===== src/rtl/bus_gate_arbiter_if.sv =====
// Request/gate bundle shared by the control sequencer, the arbiter and the bus mux.
// The arbiter takes the master view; the requesting side takes the slave view.
interface bus_gate_arbiter_if;
  logic [3:0] Req;
  logic       GateMARMUX;
  logic       GatePC;
  logic       GateMDR;
  logic       GateALU;
  logic [1:0] Bus_owner;
  logic       Bus_valid;

  modport master (
    input  Req,
    output GateMARMUX,
    output GatePC,
    output GateMDR,
    output GateALU,
    output Bus_owner,
    output Bus_valid
  );

  modport slave (
    output Req,
    input  GateMARMUX,
    input  GatePC,
    input  GateMDR,
    input  GateALU,
    input  Bus_owner,
    input  Bus_valid
  );
endinterface


===== src/rtl/bus_gate_arbiter.sv =====
// Round-robin owner arbiter for the 16-bit datapath bus: one-hot registered gate
// enables, bounded hold under contention and an optional idle gap between owners.
module bus_gate_arbiter #(
  parameter int MAX_HOLD   = 4,
  parameter int TURNAROUND = 1
) (
  input  logic                Clk,
  input  logic                Reset,
  bus_gate_arbiter_if.master  bus
);

  localparam int              HW        = (MAX_HOLD < 2) ? 1 : $clog2(MAX_HOLD + 1);
  localparam logic [HW-1:0]   HOLD_MAX  = HW'(MAX_HOLD);
  localparam logic [HW-1:0]   HOLD_ONE  = HW'(1);
  localparam logic [1:0]      TURN_LOAD = 2'(TURNAROUND);

  typedef enum logic [1:0] {
    S_IDLE  = 2'd0,
    S_GRANT = 2'd1,
    S_TURN  = 2'd2
  } state_t;

  state_t          state_q, state_d;
  logic [1:0]      ptr_q, ptr_d;
  logic [HW-1:0]   hold_q, hold_d;
  logic [1:0]      tcnt_q, tcnt_d;
  logic [3:0]      grant_q, grant_d;
  logic [1:0]      own_q, own_d;

  logic [3:0]      others;
  logic [2:0]      win_all;
  logic [2:0]      win_oth;
  logic            preempt;
  logic            do_grant;
  logic [1:0]      grant_idx;

  // Returns {found, index} of the first set request scanning ptr, ptr+1, ... mod 4.
  function automatic logic [2:0] pick(input logic [3:0] req, input logic [1:0] ptr);
    logic [2:0] res;
    logic [1:0] idx;
    res = 3'b000;
    for (int i = 3; i >= 0; i--) begin
      idx = ptr + 2'(i);
      if (req[idx]) begin
        res = {1'b1, idx};
      end
    end
    return res;
  endfunction

  assign others  = bus.Req & ~(4'b0001 << own_q);
  assign win_all = pick(bus.Req, ptr_q);
  assign win_oth = pick(others, ptr_q);
  assign preempt = (hold_q == HOLD_MAX) && (|others);

  always_comb begin
    state_d   = state_q;
    ptr_d     = ptr_q;
    hold_d    = hold_q;
    tcnt_d    = tcnt_q;
    grant_d   = grant_q;
    own_d     = own_q;
    do_grant  = 1'b0;
    grant_idx = 2'd0;

    unique case (state_q)
      S_IDLE: begin
        grant_d = 4'b0000;
        if (win_all[2]) begin
          do_grant  = 1'b1;
          grant_idx = win_all[1:0];
        end
      end

      S_GRANT: begin
        if (bus.Req[own_q] && !preempt) begin
          if (hold_q != HOLD_MAX) begin
            hold_d = hold_q + HOLD_ONE;
          end
        end else if (|others) begin
          // The old owner is masked out, so a back-to-back handover never re-picks it.
          if (TURNAROUND == 0) begin
            do_grant  = 1'b1;
            grant_idx = win_oth[1:0];
          end else begin
            state_d = S_TURN;
            tcnt_d  = TURN_LOAD;
            grant_d = 4'b0000;
          end
        end else begin
          state_d = S_IDLE;
          grant_d = 4'b0000;
          hold_d  = '0;
        end
      end

      S_TURN: begin
        grant_d = 4'b0000;
        if (tcnt_q <= 2'd1) begin
          tcnt_d = 2'd0;
          if (win_all[2]) begin
            do_grant  = 1'b1;
            grant_idx = win_all[1:0];
          end else begin
            state_d = S_IDLE;
            hold_d  = '0;
          end
        end else begin
          tcnt_d = tcnt_q - 2'd1;
        end
      end

      default: begin
        state_d = S_IDLE;
        grant_d = 4'b0000;
      end
    endcase

    if (do_grant) begin
      state_d = S_GRANT;
      grant_d = 4'b0001 << grant_idx;
      own_d   = grant_idx;
      ptr_d   = grant_idx + 2'd1;
      hold_d  = HOLD_ONE;
      tcnt_d  = 2'd0;
    end
  end

  always_ff @(posedge Clk or negedge Reset) begin
    if (!Reset) begin
      state_q <= S_IDLE;
      ptr_q   <= 2'd0;
      hold_q  <= '0;
      tcnt_q  <= 2'd0;
      grant_q <= 4'b0000;
      own_q   <= 2'd0;
    end else begin
      state_q <= state_d;
      ptr_q   <= ptr_d;
      hold_q  <= hold_d;
      tcnt_q  <= tcnt_d;
      grant_q <= grant_d;
      own_q   <= own_d;
    end
  end

  assign bus.GateMARMUX = grant_q[0];
  assign bus.GatePC     = grant_q[1];
  assign bus.GateMDR    = grant_q[2];
  assign bus.GateALU    = grant_q[3];
  // Owner is encoded straight from the one-hot gates so it reads 0 whenever the bus is idle.
  assign bus.Bus_owner  = {grant_q[3] | grant_q[2], grant_q[3] | grant_q[1]};
  assign bus.Bus_valid  = |grant_q;

endmodule


===== src/flat_wrapper.sv =====
// flat-port wrapper written by rule: the top's interface ports become plain ports
module bus_gate_arbiter_flat 
#(
  parameter int MAX_HOLD   = 4,
  parameter int TURNAROUND = 1
)
  (Clk, Reset, bus_Req, bus_GateMARMUX, bus_GatePC, bus_GateMDR, bus_GateALU, bus_Bus_owner, bus_Bus_valid);
  bus_gate_arbiter_if bus_i ();
  input  logic Clk;
  input  logic Reset;
  input wire logic [$bits(bus_i.Req)-1:0] bus_Req;
  output wire logic [$bits(bus_i.GateMARMUX)-1:0] bus_GateMARMUX;
  output wire logic [$bits(bus_i.GatePC)-1:0] bus_GatePC;
  output wire logic [$bits(bus_i.GateMDR)-1:0] bus_GateMDR;
  output wire logic [$bits(bus_i.GateALU)-1:0] bus_GateALU;
  output wire logic [$bits(bus_i.Bus_owner)-1:0] bus_Bus_owner;
  output wire logic [$bits(bus_i.Bus_valid)-1:0] bus_Bus_valid;
  assign bus_i.Req = bus_Req;
  assign bus_GateMARMUX = bus_i.GateMARMUX;
  assign bus_GatePC = bus_i.GatePC;
  assign bus_GateMDR = bus_i.GateMDR;
  assign bus_GateALU = bus_i.GateALU;
  assign bus_Bus_owner = bus_i.Bus_owner;
  assign bus_Bus_valid = bus_i.Bus_valid;
  bus_gate_arbiter #(.MAX_HOLD(MAX_HOLD), .TURNAROUND(TURNAROUND)) u_core (.Clk(Clk), .Reset(Reset), .bus(bus_i));
endmodule

===== config.mk =====
export PLATFORM = sky130hd
export DESIGN_NAME = bus_gate_arbiter_flat
export DESIGN_NICKNAME = d
export VERILOG_FILES = /design/src/rtl/bus_gate_arbiter_if.sv /design/src/rtl/bus_gate_arbiter.sv /design/src/flat_wrapper.sv
export SDC_FILE = /design/constraint.sdc
export NUM_CORES = 1
export LEC_CHECK = 0
export BUFFER_PORTS_ARGS = -buffer_cell sky130_fd_sc_hd__buf_2
export CORE_MARGIN = 1.5
export CORE_UTILIZATION = 53
export DETAILED_ROUTE_END_ITERATION = 10
export PLACE_DENSITY = 0.74
export SLEW_MARGIN = 20
export SYNTH_ARGS = -nofsm -noshare
export SYNTH_HDL_FRONTEND = slang
export SYNTH_SLANG_ARGS = --single-unit

===== constraint.sdc =====
create_clock -name Clk -period 3.2 [get_ports Clk]
set_input_delay 0.64 -clock Clk [delete_from_list [all_inputs] [get_ports Clk]]
set_output_delay 0.64 -clock Clk [all_outputs]
set_load 0.1 [all_outputs]

==> reports/results.tsv <==
metric	value	unit
status	finished clean	
seq_area_frac_synth	34.5	%
grt_pass1_wl	3660	um
first_global_vias	828	
cts_buffers	3	
critPathArrivalTime	2.59	ns
setup_violations	0	
gr-usage-met1	29.3	%
worstSetupPathType	reg -> reg	
cts_tree	yes	
grt_start_max_net_pins	16	
crit-reg2reg-launch	u_core.state_q[0]	
clock_path_buffers	2	
port_buffers	12	
crit_family	compound AO/OA/AOI/OAI gates	
cts-resized-gates	0	
max_freq	416	MHz
fp-row-count	16	
fp.dieH	48.3	um
nFillCells	179	
drt.antenna.violating_nets	0	
via_per_inst	5.63	
gr-usage-met3	3.33	%
io_pins	13	
critPathLaunch	u_core.state_q[0]	
clk_latency	0.29	ns
r2r.worst_path.cells	9	
crit_chain	inv_1, ha_1, nor2b_1, o21a_1, o21ai_0, a21oi_1, inv_1, ha_1, a22o_1	
coreArea	1940	um^2
dieWidth	48.3	um
diodes	0	
synth_ff_type	dfrtp_1	
drt_iter0_markers	3	
cp-start-kind	flop	
slowest_delay	0.41	ns
rsz0062_at_grt	false	
syn_area_per_cell	8.91	um^2
min_path_type	in -> async	
clkTransAtPathRegs	0.09	ns
use_met2	38.7	%
maxSlewViolCount	0	
grt-ovfl-total	0	
yosysWarnings	0	
syn-num-nets	137	
dr.pass1.iters	4	
drive_above_1_share	20.1	%
die-area	2330	um^2
endpoint_kind	flop	
h-tree-depth	1	
cts-root-buf	clkbuf_4	
path_max_fanout	10	
top_usage_layer	met2	
drv_cap	0	
ys_types	38	
dp_hpwl	1750	um
syn_area	1090	um^2
gp_congestion	0.802	
min_period	2.41	ns
area_growth_syn_to_layout	8.98	%
holdWs	0.236	ns
num_vias	907	
slowest_stage	dfrtp_1	
grt_antenna_before_repair	0	
crit_buf_inv	2	
post_cts_buffers	0	
final-hold-violation-count	0	
slew-limit-headroom	61.9	%
async_flop_share	100	%
cts_sinks	15	
synth_edf_count	0	
ys_ff_latch	15	
drt-wirelength-per-cell	13.8	um
synth_cells	122	
r2r_end	u_core.grant_q[0]	
post-route-period-util	75.2	%
remaining_drc_errors	0	
reg2reg_slack	0.79	ns
cp.required	3.39	ns
nNetsFinal	150	
finClkSkew	0.00423	ns
drt-total-wl	2220	um
cts_hold_buf	0	
start_util	56.0	%
setup_tns	0	ns
grt_use_total	22.8	%
tightest_slew	0.565	ns
[Yosys cell counts (2+ instances only)]
library cell   n  share of area [%]
nand2_1       19                6.6
nor3_1         2               0.92
o21ai_0        7                3.2
nand3_1        3                1.4
a31oi_1        2                1.2
inv_1         12                4.1
dfrtp_1       15                 35
or2_2          2                1.2
ha_1           9                 10
nor2_1         6                2.1
mux2i_1        4                3.7
o22ai_1        2                1.2
a22o_1         4                3.2
a21oi_1        9                4.1
clkbuf_1       3                1.0
[placed cells by master, fill, tap and decap left out, types with 2 or more instances in the layout]
master,count
a21oi_1,9
a22o_1,4
a31oi_1,2
buf_2,12
clkbuf_4,3
dfrtp_1,15
ha_1,9
inv_1,12
mux2i_1,4
nand2_1,19
nand3_1,3
nor2_1,6
nor3_1,2
o21ai_0,7
o22ai_1,2
or2_2,2
[area by class of cell]
type / count / area (um^2) / area share (%)
repair buffers: 12 / 60.1 / 5.07
clock buffers: 4 / 26.3 / 2.22
multi-input cells: 91 / 644 / 54.4
flip-flops and latches: 15 / 375 / 31.7
well taps: 27 / 33.8 / 2.85
inverters: 12 / 45.0 / 3.80
[state kept, by name (all words and copies together), names as in the netlist]
name / cells
u_core.tcnt_q: 2
u_core.state_q: 2
u_core.ptr_q: 2
u_core.grant_q: 4
u_core.own_q: 2
u_core.hold_q: 3
[per-stage QoR]
stage / instance area [um^2] / setup WS, ns / cells / util (%)
detailed placement: 1160 / 0.792 / 157 / 59.7
finish: 1180 / 0.795 / 161 / 61.0
floorplan: 1090 / 0.271 / 122 / -
CTS: 1180 / 0.772 / 161 / 61.0
global placement: 1160 / 0.821 / 157 / 59.7
global route: 1180 / 0.484 / 161 / 61.0
[layer usage]
metal  part of all wire, %  wire [um]
met5                     0          0
met4                   1.6         36
met3                   3.6         81
met2                    51       1140
met1                    43        963
[worst register-to-register path: stages (launching register included)]
cell     delay, ns
dfrtp_1       0.41
inv_1         0.09
ha_1          0.28
nor2b_1       0.29
o21a_1        0.35
o21ai_0       0.14
a21oi_1       0.23
inv_1         0.12
ha_1          0.19
a22o_1        0.20
[worst max-delay path by stage]
| stage | endpoint | cells after the start |
|---|---|---|
| after global routing | u_core.ptr_q[1] | 10 |
| after detailed placement | u_core.ptr_q[1] | 9 |
| after floorplan | bus_Bus_valid | 2 |
| final | u_core.grant_q[0] | 9 |
| after CTS | u_core.grant_q[0] | 9 |
| after global placement | u_core.grant_q[3] | 8 |
[cells by family after synthesis]
logic type               Yosys count  share of synthesized area (%)
buffers and inverters             16                           6.21
AND/OR/NAND/NOR                   41                           19.8
flip-flops                        15                           34.5
AO/OA/AOI/OAI                     35                           22.3
multiplexers                       6                           6.79
adder cells (fa/ha/maj)            9                           10.4
Power is not shown: default switching activity piles up to over one toggle a cycle in this logic, so the estimate is an artifact.
